`src/rtl/uart_pkg.sv`:
```
// Shared types and defaults for the UART transmit path.
// Byte type, transmit-queue FSM state encoding and the default queue depth.
package uart_pkg;
    typedef logic [7:0] byte_t;
    typedef enum logic [1:0] {IDLE, SEND, WAIT_HI, WAIT_LO} txq_state_t;
    localparam int UART_TXQ_DEPTH = 16;
endpackage

```
`src/rtl/uart_tx_fifo_if.sv`:
```
// Bundle of the cpu write side, status flags and transmitter handshake of the tx queue.
// master = cpu/transmitter side, slave = the queue itself.
interface uart_tx_fifo_if #(parameter int DEPTH = uart_pkg::UART_TXQ_DEPTH);
    import uart_pkg::*;
    localparam int AW = $clog2(DEPTH);

    logic          wr_req;
    byte_t         wr_data;
    logic          full;
    logic [AW:0]   level;
    logic          overflow;
    logic          ovf_clr;
    logic          send_req;
    byte_t         tx_data;
    logic          busy;

    modport master (
        output wr_req, wr_data, ovf_clr, busy,
        input  full, level, overflow, send_req, tx_data
    );

    modport slave (
        input  wr_req, wr_data, ovf_clr, busy,
        output full, level, overflow, send_req, tx_data
    );
endinterface

```
`src/rtl/sync_fifo_mem.sv`:
```
// DEPTH x 8 storage array: synchronous write, asynchronous read.
// The data array carries no reset; validity is tracked by the pointers in the owner.
module sync_fifo_mem
    import uart_pkg::*;
#(
    parameter int DEPTH = UART_TXQ_DEPTH,
    parameter int AW    = $clog2(DEPTH)
) (
    input  logic          clk,
    input  logic          i_we,
    input  logic [AW-1:0] i_waddr,
    input  byte_t         i_wdata,
    input  logic [AW-1:0] i_raddr,
    output byte_t         o_rdata
);
    byte_t r_mem [DEPTH];

    always_ff @(posedge clk) begin
        if (i_we) r_mem[i_waddr] <= i_wdata;
    end

    assign o_rdata = r_mem[i_raddr];
endmodule

```
`src/rtl/uart_tx_fifo.sv`:
```
// Transmit byte queue between the cpu and the UART transmitter.
// Buffers up to DEPTH bytes and hands them out one at a time with a send_req pulse plus busy handshake.
//
//   state   | meaning
//   IDLE    | waiting for a queued byte and an idle transmitter; pops on entry to SEND
//   SEND    | send_req is high this cycle; arm the busy-rise timeout
//   WAIT_HI | waiting for busy to rise; gives up after BUSY_TIMEOUT cycles
//   WAIT_LO | transmitter working; waiting for busy to fall
module uart_tx_fifo
    import uart_pkg::*;
#(
    parameter int DEPTH        = UART_TXQ_DEPTH,
    parameter int BUSY_TIMEOUT = 4
) (
    input  logic            clk,
    input  logic            reset,
    uart_tx_fifo_if.slave   bus
);
    localparam int AW = $clog2(DEPTH);
    localparam int TW = $clog2(BUSY_TIMEOUT + 1);
    localparam logic [AW:0]   FULL_LVL = (AW+1)'(DEPTH);
    localparam logic [TW-1:0] TMO_LOAD = TW'(BUSY_TIMEOUT);
    localparam logic [TW-1:0] TMO_LAST = TW'(1);

    txq_state_t    r_state;
    txq_state_t    w_state_nxt;
    logic [AW-1:0] r_wr_ptr;
    logic [AW-1:0] r_rd_ptr;
    logic [AW:0]   r_level;
    logic [AW:0]   w_level_nxt;
    logic          r_full;
    logic          r_overflow;
    logic          r_send_req;
    byte_t         r_tx_data;
    byte_t         w_rd_data;
    logic [TW-1:0] r_tmo;
    logic          w_wr;
    logic          w_pop;
    logic          w_tmo_load;
    logic          w_tmo_dec;

    // A pop in the same cycle does not rescue a write: full is the registered view.
    assign w_wr = bus.wr_req & ~r_full;

    sync_fifo_mem #(.DEPTH(DEPTH), .AW(AW)) u_mem (
        .clk     (clk),
        .i_we    (w_wr),
        .i_waddr (r_wr_ptr),
        .i_wdata (bus.wr_data),
        .i_raddr (r_rd_ptr),
        .o_rdata (w_rd_data)
    );

    always_ff @(posedge clk or negedge reset) begin
        if (!reset) r_state <= IDLE;
        else        r_state <= w_state_nxt;
    end

    always_comb begin
        w_state_nxt = r_state;
        w_pop       = 1'b0;
        w_tmo_load  = 1'b0;
        w_tmo_dec   = 1'b0;
        case (r_state)
            IDLE: begin
                if (r_level != '0 && !bus.busy) begin
                    w_pop       = 1'b1;
                    w_state_nxt = SEND;
                end
            end
            SEND: begin
                w_tmo_load  = 1'b1;
                w_state_nxt = WAIT_HI;
            end
            WAIT_HI: begin
                if (bus.busy)              w_state_nxt = WAIT_LO;
                else if (r_tmo == TMO_LAST) w_state_nxt = IDLE;
                else                        w_tmo_dec   = 1'b1;
            end
            WAIT_LO: begin
                if (!bus.busy) w_state_nxt = IDLE;
            end
            default: w_state_nxt = IDLE;
        endcase
    end

    always_comb begin
        w_level_nxt = r_level;
        if (w_wr && !w_pop)      w_level_nxt = r_level + 1'b1;
        else if (!w_wr && w_pop) w_level_nxt = r_level - 1'b1;
    end

    always_ff @(posedge clk or negedge reset) begin
        if (!reset) begin
            r_wr_ptr   <= '0;
            r_rd_ptr   <= '0;
            r_level    <= '0;
            r_full     <= 1'b0;
            r_overflow <= 1'b0;
            r_send_req <= 1'b0;
            r_tx_data  <= 8'h00;
            r_tmo      <= '0;
        end else begin
            if (w_wr) r_wr_ptr <= r_wr_ptr + 1'b1;
            if (w_pop) begin
                r_rd_ptr  <= r_rd_ptr + 1'b1;
                r_tx_data <= w_rd_data;
            end
            r_send_req <= w_pop;
            r_level    <= w_level_nxt;
            r_full     <= (w_level_nxt == FULL_LVL);
            if (bus.wr_req && r_full) r_overflow <= 1'b1;
            else if (bus.ovf_clr)     r_overflow <= 1'b0;
            if (w_tmo_load)     r_tmo <= TMO_LOAD;
            else if (w_tmo_dec) r_tmo <= r_tmo - 1'b1;
        end
    end

    assign bus.full     = r_full;
    assign bus.level    = r_level;
    assign bus.overflow = r_overflow;
    assign bus.send_req = r_send_req;
    assign bus.tx_data  = r_tx_data;
endmodule

```
`src/flat_wrapper.sv`:
```
// flat-port wrapper written by rule: the top's interface ports become plain ports
module uart_tx_fifo_flat import uart_pkg::*;
#(
    parameter int DEPTH        = UART_TXQ_DEPTH,
    parameter int BUSY_TIMEOUT = 4
)
  (clk, reset, bus_wr_req, bus_wr_data, bus_ovf_clr, bus_busy, bus_full, bus_level, bus_overflow, bus_send_req, bus_tx_data);
  uart_tx_fifo_if #(.DEPTH(DEPTH)) bus_i ();
  input  logic clk;
  input  logic reset;
  input wire logic [$bits(bus_i.wr_req)-1:0] bus_wr_req;
  input wire logic [$bits(bus_i.wr_data)-1:0] bus_wr_data;
  input wire logic [$bits(bus_i.ovf_clr)-1:0] bus_ovf_clr;
  input wire logic [$bits(bus_i.busy)-1:0] bus_busy;
  output wire logic [$bits(bus_i.full)-1:0] bus_full;
  output wire logic [$bits(bus_i.level)-1:0] bus_level;
  output wire logic [$bits(bus_i.overflow)-1:0] bus_overflow;
  output wire logic [$bits(bus_i.send_req)-1:0] bus_send_req;
  output wire logic [$bits(bus_i.tx_data)-1:0] bus_tx_data;
  assign bus_i.wr_req = bus_wr_req;
  assign bus_i.wr_data = bus_wr_data;
  assign bus_i.ovf_clr = bus_ovf_clr;
  assign bus_i.busy = bus_busy;
  assign bus_full = bus_i.full;
  assign bus_level = bus_i.level;
  assign bus_overflow = bus_i.overflow;
  assign bus_send_req = bus_i.send_req;
  assign bus_tx_data = bus_i.tx_data;
  uart_tx_fifo #(.DEPTH(DEPTH), .BUSY_TIMEOUT(BUSY_TIMEOUT)) u_core (.clk(clk), .reset(reset), .bus(bus_i));
endmodule
```
`config.mk`:
```
export PLATFORM = sky130hd
export DESIGN_NAME = uart_tx_fifo_flat
export DESIGN_NICKNAME = d
export VERILOG_FILES = /design/src/rtl/uart_pkg.sv /design/src/rtl/uart_tx_fifo_if.sv /design/src/rtl/sync_fifo_mem.sv /design/src/rtl/uart_tx_fifo.sv /design/src/flat_wrapper.sv
export SDC_FILE = /design/constraint.sdc
export NUM_CORES = 1
export LEC_CHECK = 0
export ABC_AREA = 1
export CAP_MARGIN = 10
export CORE_MARGIN = 2
export CORE_UTILIZATION = 40
export DETAILED_ROUTE_END_ITERATION = 16
export PLACE_DENSITY = 0.63
export SLEW_MARGIN = 20
export SYNTH_ARGS = -nofsm -noshare
export SYNTH_HDL_FRONTEND = slang
export SYNTH_SLANG_ARGS = --single-unit
export TNS_END_PERCENT = 20
```
`constraint.sdc`:
```
create_clock -name clk -period 2.35 [get_ports clk]
set_input_delay 0.47 -clock clk [delete_from_list [all_inputs] [get_ports clk]]
set_output_delay 0.47 -clock clk [all_outputs]
set_load 0.01 [all_outputs]
```
==> impl_metrics.json, run 1 <==
{
  "ys_warn_count": 0,
  "syn_to_final_growth_pct": 18.9,
  "finalCritPeriodShare": 0.848,
  "finalPower_mw": 9.88,
  "grt_pass1_wl_um": 23600,
  "postCtsSetupBuffers": 0,
  "cts_tree": "done",
  "drv_cap": 0,
  "clockBufferDepth": 2,
  "h-tree-depth": 4,
  "nets": 640,
  "yosysTopAreaCell": "edfxtp_1",
  "synth_top_family_by_area": "simple AND/OR/NAND/NOR gates",
  "outcome": "complete, no violations",
  "worstSetupPathType": "register to register",
  "synthAdderAreaFrac": 0.0171,
  "ant_nets": 0,
  "synth_top_area_frac": 0.583,
  "via_per_inst": 5.20,
  "cts_resized": 0,
  "critPathLaunchType": "register",
  "fin_setup_tns_ns": 0,
  "initial_core_util": 0.412,
  "place_congestion": 0.872,
  "synth-xor-area-share": 0.0106,
  "antennaDiodeCount": 0,
  "yosys.area_share.simple": 0.139,
  "powerDensity_mw_per_mm2": 1260,
  "hp-class": "input port to asynchronous set/reset pin",
  "synth-compound-area-share": 0.0943,
  "instances_no_fill": 847,
  "ioPinCount": 29,
  "final_cell_mix": "edfxtp_1, nor2_1, nand2_1",
  "cts-buffers-inserted": 17,
  "clkSlewWorstSetupHoldPaths_ns": 0.06,
  "power.leakage_nw": 2.91,
  "track_usage": 0.180,
  "synth-seq-cells": 157,
  "maxSlewViolCount": 0,
  "dieWidth_um": 132,
  "clockRootBuffer": "clkbuf_16",
  "finalSetupViolCount": 0,
  "synthMuxAreaShare": 0,
  "multiInputGateArea_mm2": 0.00172,
  "core_mm2": 0.0160,
  "finClkSkew_ns": 0.00596,
  "grt_max_degree": 38,
  "max_slew.worst_pin.slew_ns": 0.637,
  "overflow": 0,
  "clk_latency_ns": 0.42,
  "die-area_mm2": 0.0175,
  "cp.arrival_ns": 2.34,
  "antenna_found_initial": 0,
  "ff_latch_area_mm2": 0.00457,
  "ir_drop_mv": 0.632,
  "relSlewSlack": 0.574,
  "wl_per_cell_um": 17.5,
  "vias": 4406,
  "dp_hpwl_um": 9700,
  "io_buffers": 28,
  "layout_commonest_cell": "edfxtp_1",
  "fillers": 1461,
  "timing_hold_violations_final": 0,
  "synth_flop_cell": "edfxtp_1",
  "syn_inst": 567,
  "synth.avg_cell_area_um2": 11.6,
  "synth.cell_area_mm2": 0.00660,
  "grt_pass1_vias": 4473,
  "placementRows": 46,
  "post-route-min-period_ns": 1.99,
  "place_inst": 815,
  "clkSinkCount": 157,
  "dr.pass1.iters": 5,
  "finalWirelength_um": 14800,
  "seq_area_frac_synth": 0.693,
  "dr.first_iter.drc_count": 440,
  "syn_nets": 589,
  "yosys-top-cells-area": "edfxtp_1, dfrtp_1, nor2_1, nand2_1, o21ai_0",
  "dieHeight_um": 132,
  "drc": 0,
  "max_freq_ghz": 0.502,
  "rsz0062_at_grt": "no",
  "ys_types": 27,
  "cp-end-kind": "register",
  "synthArstFlopShare": 0.185,
  "drive_gt1_frac": 0.116,
  "critical_path_required_ns": 2.69,
  "crit_fanout": 15,
  "synth_edf_count": 128,
  "cts_hold_buf": 0
}
-- worst max-delay path: stages, from the launching register on --
cell and delay (ns):
dfrtp_1 0.44, inv_1 0.11, ha_1 0.25, nand3_2 0.11
nand3_2 0.28, nand2_2 0.23, inv_2 0.05, nand2_1 0.06
nand2_1 0.06, nor2_1 0.12, nand2_1 0.08, nor2_1 0.13
-- sequential cells by signal, summed over array words and instances, names as in the netlist --
signal,flops
u_core.u_mem.r_mem,128
u_core.bus.tx_data,8
u_core.bus.level,5
u_core.r_rd_ptr,4
u_core.r_wr_ptr,4
u_core.r_tmo,3
u_core.r_state,2
u_core.bus.full,1
u_core.bus.overflow,1
u_core.bus.send_req,1
-- cell usage after synthesis, types with 4 or more instances --
library cell / n
buf_2: 12
inv_1: 27
buf_6: 7
o21ai_1: 17
dfrtp_1: 29
edfxtp_1: 128
xor2_1: 8
o21ai_0: 48
clkbuf_1: 5
buf_4: 4
nand3_1: 25
ha_1: 9
o211ai_1: 32
nand2_1: 73
nor2_1: 122
-- routing by layer --
metal,global-route usage,share of wire
met5,0,0
met4,0.0944,0.035
met1,0.220,0.41
met2,0.302,0.50
met3,0.0356,0.053
-- final cells by class --
class	count	area share
clock buffer	17	0.0542
clock inverter	15	0.0246
inverter	32	0.0153
multi-input combinational	350	0.219
sequential	157	0.583
tap	216	0.0344
timing repair buffer	60	0.0695
-- through the flow --
step | util | hold slack (ns) | worst slack [ns] | area, um2
after floorplan | - | 0.174 | 0.648 | 6600
after global placement | 0.452 | 0.464 | 0.296 | 7230
after detailed placement | 0.452 | 0.474 | 0.228 | 7230
after CTS | 0.490 | 0.439 | 0.378 | 7850
after global routing | 0.490 | 0.482 | 0.155 | 7850
final | 0.490 | 0.442 | 0.356 | 7850
-- cell families after synthesis --
| group | count (synthesis) |
|---|---|
| xor gates and xnor gates | 8 |
| adders and majority gates | 9 |
| DFF | 157 |
| buffers and inverters | 60 |
| and+or+nand+nor | 228 |
| AOI/OAI and AO/OA | 105 |
-- power by group --
part,total [mW],switching (mW),internal [mW]
Clock,2.86,1.09,1.77
Combinational,3.25,2.09,1.17
Sequential,3.77,0.301,3.47
Total,9.88,3.47,6.41
-- path summary, 6_finish.rpt --
path                                       startpoint                     to  slack [ns]  cells after the start
worst max-delay path              u_core.bus.level[0]        u_core.bus.full        0.36                     11
worst min-delay path                            reset     u_core.r_rd_ptr[3]        0.44                      2
worst max register to register    u_core.bus.level[0]        u_core.bus.full        0.36                     11
worst min register to register  u_core.bus.tx_data[5]  u_core.bus.tx_data[5]        0.49                      2
max in group asynchronous                       reset     u_core.r_rd_ptr[0]        1.61                      2
min in group clk                u_core.bus.tx_data[5]  u_core.bus.tx_data[5]        0.49                      2
Note: power is estimated with default switching activity, not from simulation.
==> run 2, diff against run 1 <==
--- a/config.mk
+++ b/config.mk
@@ -10,7 +10,7 @@
 export CORE_MARGIN = 2
 export CORE_UTILIZATION = 40
 export DETAILED_ROUTE_END_ITERATION = 16
-export PLACE_DENSITY = 0.63
+export PLACE_DENSITY = 0.65
 export SLEW_MARGIN = 20
 export SYNTH_ARGS = -nofsm -noshare
 export SYNTH_HDL_FRONTEND = slang
==> constraint.sdc (replaced) <==
create_clock -name clk -period 1.8 [get_ports clk]
set_input_delay 0.36 -clock clk [delete_from_list [all_inputs] [get_ports clk]]
set_output_delay 0.36 -clock clk [all_outputs]
set_load 0.01 [all_outputs]
==> run 2 against run 1 <==
- register-to-register slack lost 0.22 ns
- critical path type is now register to output port
- largest power group unchanged
- total power grew 28%
- first-iteration DRC count shrank 47%
- die area is the same
- worst hold slack lost 0.12 ns
- via count shrank 0.70%
==> impl_metrics.json, run 2 (same netlist as run 1, synthesis figures left out) <==
{
  "maxSlewViolCount": 0,
  "post-place-ws_ns": -0.138,
  "rsz0062_at_grt": "yes",
  "finalWirelength_um": 14500,
  "p_int_mw": 8.04,
  "final_area_mm2": 0.00789,
  "finalCritPeriodShare": 0.960,
  "path_cells": "clkdlybuf4s50_1",
  "combPwrFrac": 0.351,
  "dp_hpwl_um": 9460,
  "die-area_mm2": 0.0175,
  "instances_no_fill": 852,
  "clockRootBuffer": "clkbuf_16",
  "dr.pass1.iters": 5,
  "finalPower_mw": 12.6,
  "final_cell_mix": "edfxtp_1, nor2_1, nand2_1",
  "vias": 4375,
  "cts-buffers-inserted": 17,
  "max_freq_ghz": 0.578,
  "cp.arrival_ns": 1.37,
  "dr.first_iter.drc_count": 232,
  "power.leakage_nw": 2.95,
  "critPathLaunchType": "register",
  "worstSetupPathType": "register to output port",
  "cpMaxStageDelayCell": "clkdlybuf4s50_1",
  "wl_per_cell_um": 17.0,
  "clk_latency_ns": 0.42,
  "powerDensity_mw_per_mm2": 1600,
  "p_clk_frac": 0.266,
  "track_usage": 0.174,
  "largest_register_ffs": 128,
  "io_buffers": 28,
  "overflow": 0,
  "path_buf_inv": 1,
  "via_per_inst": 5.13,
  "placementRows": 46,
  "drv_cap": 0,
  "finClkSkew_ns": 0.00509,
  "antenna_found_initial": 0,
  "drc": 0,
  "syn_to_final_growth_pct": 19.5,
  "p_seq_frac": 0.383,
  "max_slew.worst_pin.slew_ns": 0.552,
  "crit_fanout": 3,
  "cts_tree": "done",
  "initial_core_util": 0.412,
  "reg2reg_from": "u_core.r_rd_ptr[2]",
  "place_inst": 821,
  "reg2reg_to": "u_core.bus.tx_data[4]",
  "core_mm2": 0.0160,
  "switching_share": 0.364,
  "relSlewSlack": 0.630,
  "h-tree-depth": 4,
  "grt_max_degree": 68,
  "cp-end-kind": "output port",
  "crit_family": "buffers and inverters",
  "dieHeight_um": 132,
  "r2r_slack_ns": 0.14,
  "finalWorstSetupSlack_ns": 0.0711,
  "clockBufferDepth": 2,
  "nets": 646,
  "timing_hold_violations_final": 0,
  "reg2reg_depth": 6,
  "place_congestion": 0.824,
  "place_area_mm2": 0.00730,
  "post-route-min-period_ns": 1.73,
  "final_util": 0.493,
  "clkSinkCount": 157,
  "critical_path_required_ns": 1.44,
  "crit_start": "u_core.bus.full",
  "drive_gt1_frac": 0.132,
  "ant_nets": 0,
  "hp-class": "input port to asynchronous set/reset pin",
  "layout_commonest_cell": "edfxtp_1",
  "regMostFlops": "u_core.u_mem.r_mem",
  "antennaDiodeCount": 0,
  "critPathMaxStageDelay_ns": 0.56,
  "outcome": "complete, no violations",
  "grt_pass1_wl_um": 23400,
  "cp.depth": 1,
  "finalSetupViolCount": 0,
  "dieWidth_um": 132,
  "grt_pass1_vias": 4481,
  "switchingPower_mw": 4.60,
  "ir_drop_mv": 0.879,
  "worstSetupEndpoint": "bus_full",
  "ioPinCount": 29,
  "clkSlewWorstSetupHoldPaths_ns": 0.06
}
[run 2: cell count changes in the layout (fill, tap and decap cells not counted), moves of 2 or more]
cell,change
buf_12,+2
buf_4,+4
bufinv_16,-3
clkdlybuf4s50_1,-4
clkinv_1,-3
clkinv_4,+3
clkinvlp_4,+2
dlymetal6s2s_1,+3
nor2_1,-2
nor2_2,+2
[run 2: routing by layer]
| metal | global-route usage | vias to the layer above | wire (um) |
|---|---|---|---|
| met5 | 0 | - | 0 |
| met1 | 0.197 | 2125 | 5830 |
| met2 | 0.303 | 121 | 7430 |
| met3 | 0.0441 | 42 | 703 |
| met4 | 0.0896 | 0 | 554 |
| li1 | - | 2087 | - |
[run 2: layout make-up]
| type | count | area, um2 |
|---|---|---|
| fillers | 1451 | 8110 |
| flip-flops and latches | 157 | 4570 |
| multi-input cells | 350 | 1740 |
| repair buffers | 66 | 622 |
| clock buffers | 17 | 425 |
| well taps | 216 | 270 |
| clock inverters | 14 | 136 |
| inverters | 32 | 120 |
[run 2: how the worst min path moves through the flow]
stage,startpoint,endpoint,cells after the start,slack (ns)
floorplan,reset,u_core.bus.full,0,0.06
global placement,u_core.r_tmo[2],u_core.r_tmo[2],2,0.47
detailed placement,u_core.bus.tx_data[5],u_core.bus.tx_data[5],2,0.47
CTS,reset,u_core.bus.level[4],2,0.34
global route,reset,u_core.bus.tx_data[7],2,0.36
finish,reset,u_core.bus.tx_data[0],2,0.33
[run 2: power groups by stage]
stage                     sequential (mW)  combinational [mW]  clock [mW]
after floorplan                      4.89                2.92           0
after global placement               4.90                4.31           0
after detailed placement             4.91                4.42           0
after CTS                            4.84                4.44        3.41
after global routing                 4.90                4.94        3.59
final                                4.84                4.44        3.36
[run 2: timing repair]
action	CTS	global route
resized for setup	2	8
setup endpoints to repair	2	5
hold endpoints to repair	0	0
hold buffers	0	0
pin swaps	0	2
cloned	0	0
setup buffers	0	0
[run 2: metrics by stage]
step / setup TNS (ns) / hold WS [ns]
final: 0 / 0.325
after global routing: -0.00414 / 0.359
after CTS: 0 / 0.338
after detailed placement: -10.18 / 0.469
after global placement: -8.04 / 0.465
after floorplan: 0 / 0.0644
==> run 3, diff against run 2 <==
--- a/config.mk
+++ b/config.mk
@@ -9,6 +9,7 @@
 export CAP_MARGIN = 10
 export CORE_MARGIN = 2
 export CORE_UTILIZATION = 40
+export CTS_CLUSTER_SIZE = 24
 export DETAILED_ROUTE_END_ITERATION = 16
 export PLACE_DENSITY = 0.65
 export SLEW_MARGIN = 20
==> results of run 3 <==
The final DEF is identical to that of run 2; final timing and power are the same.
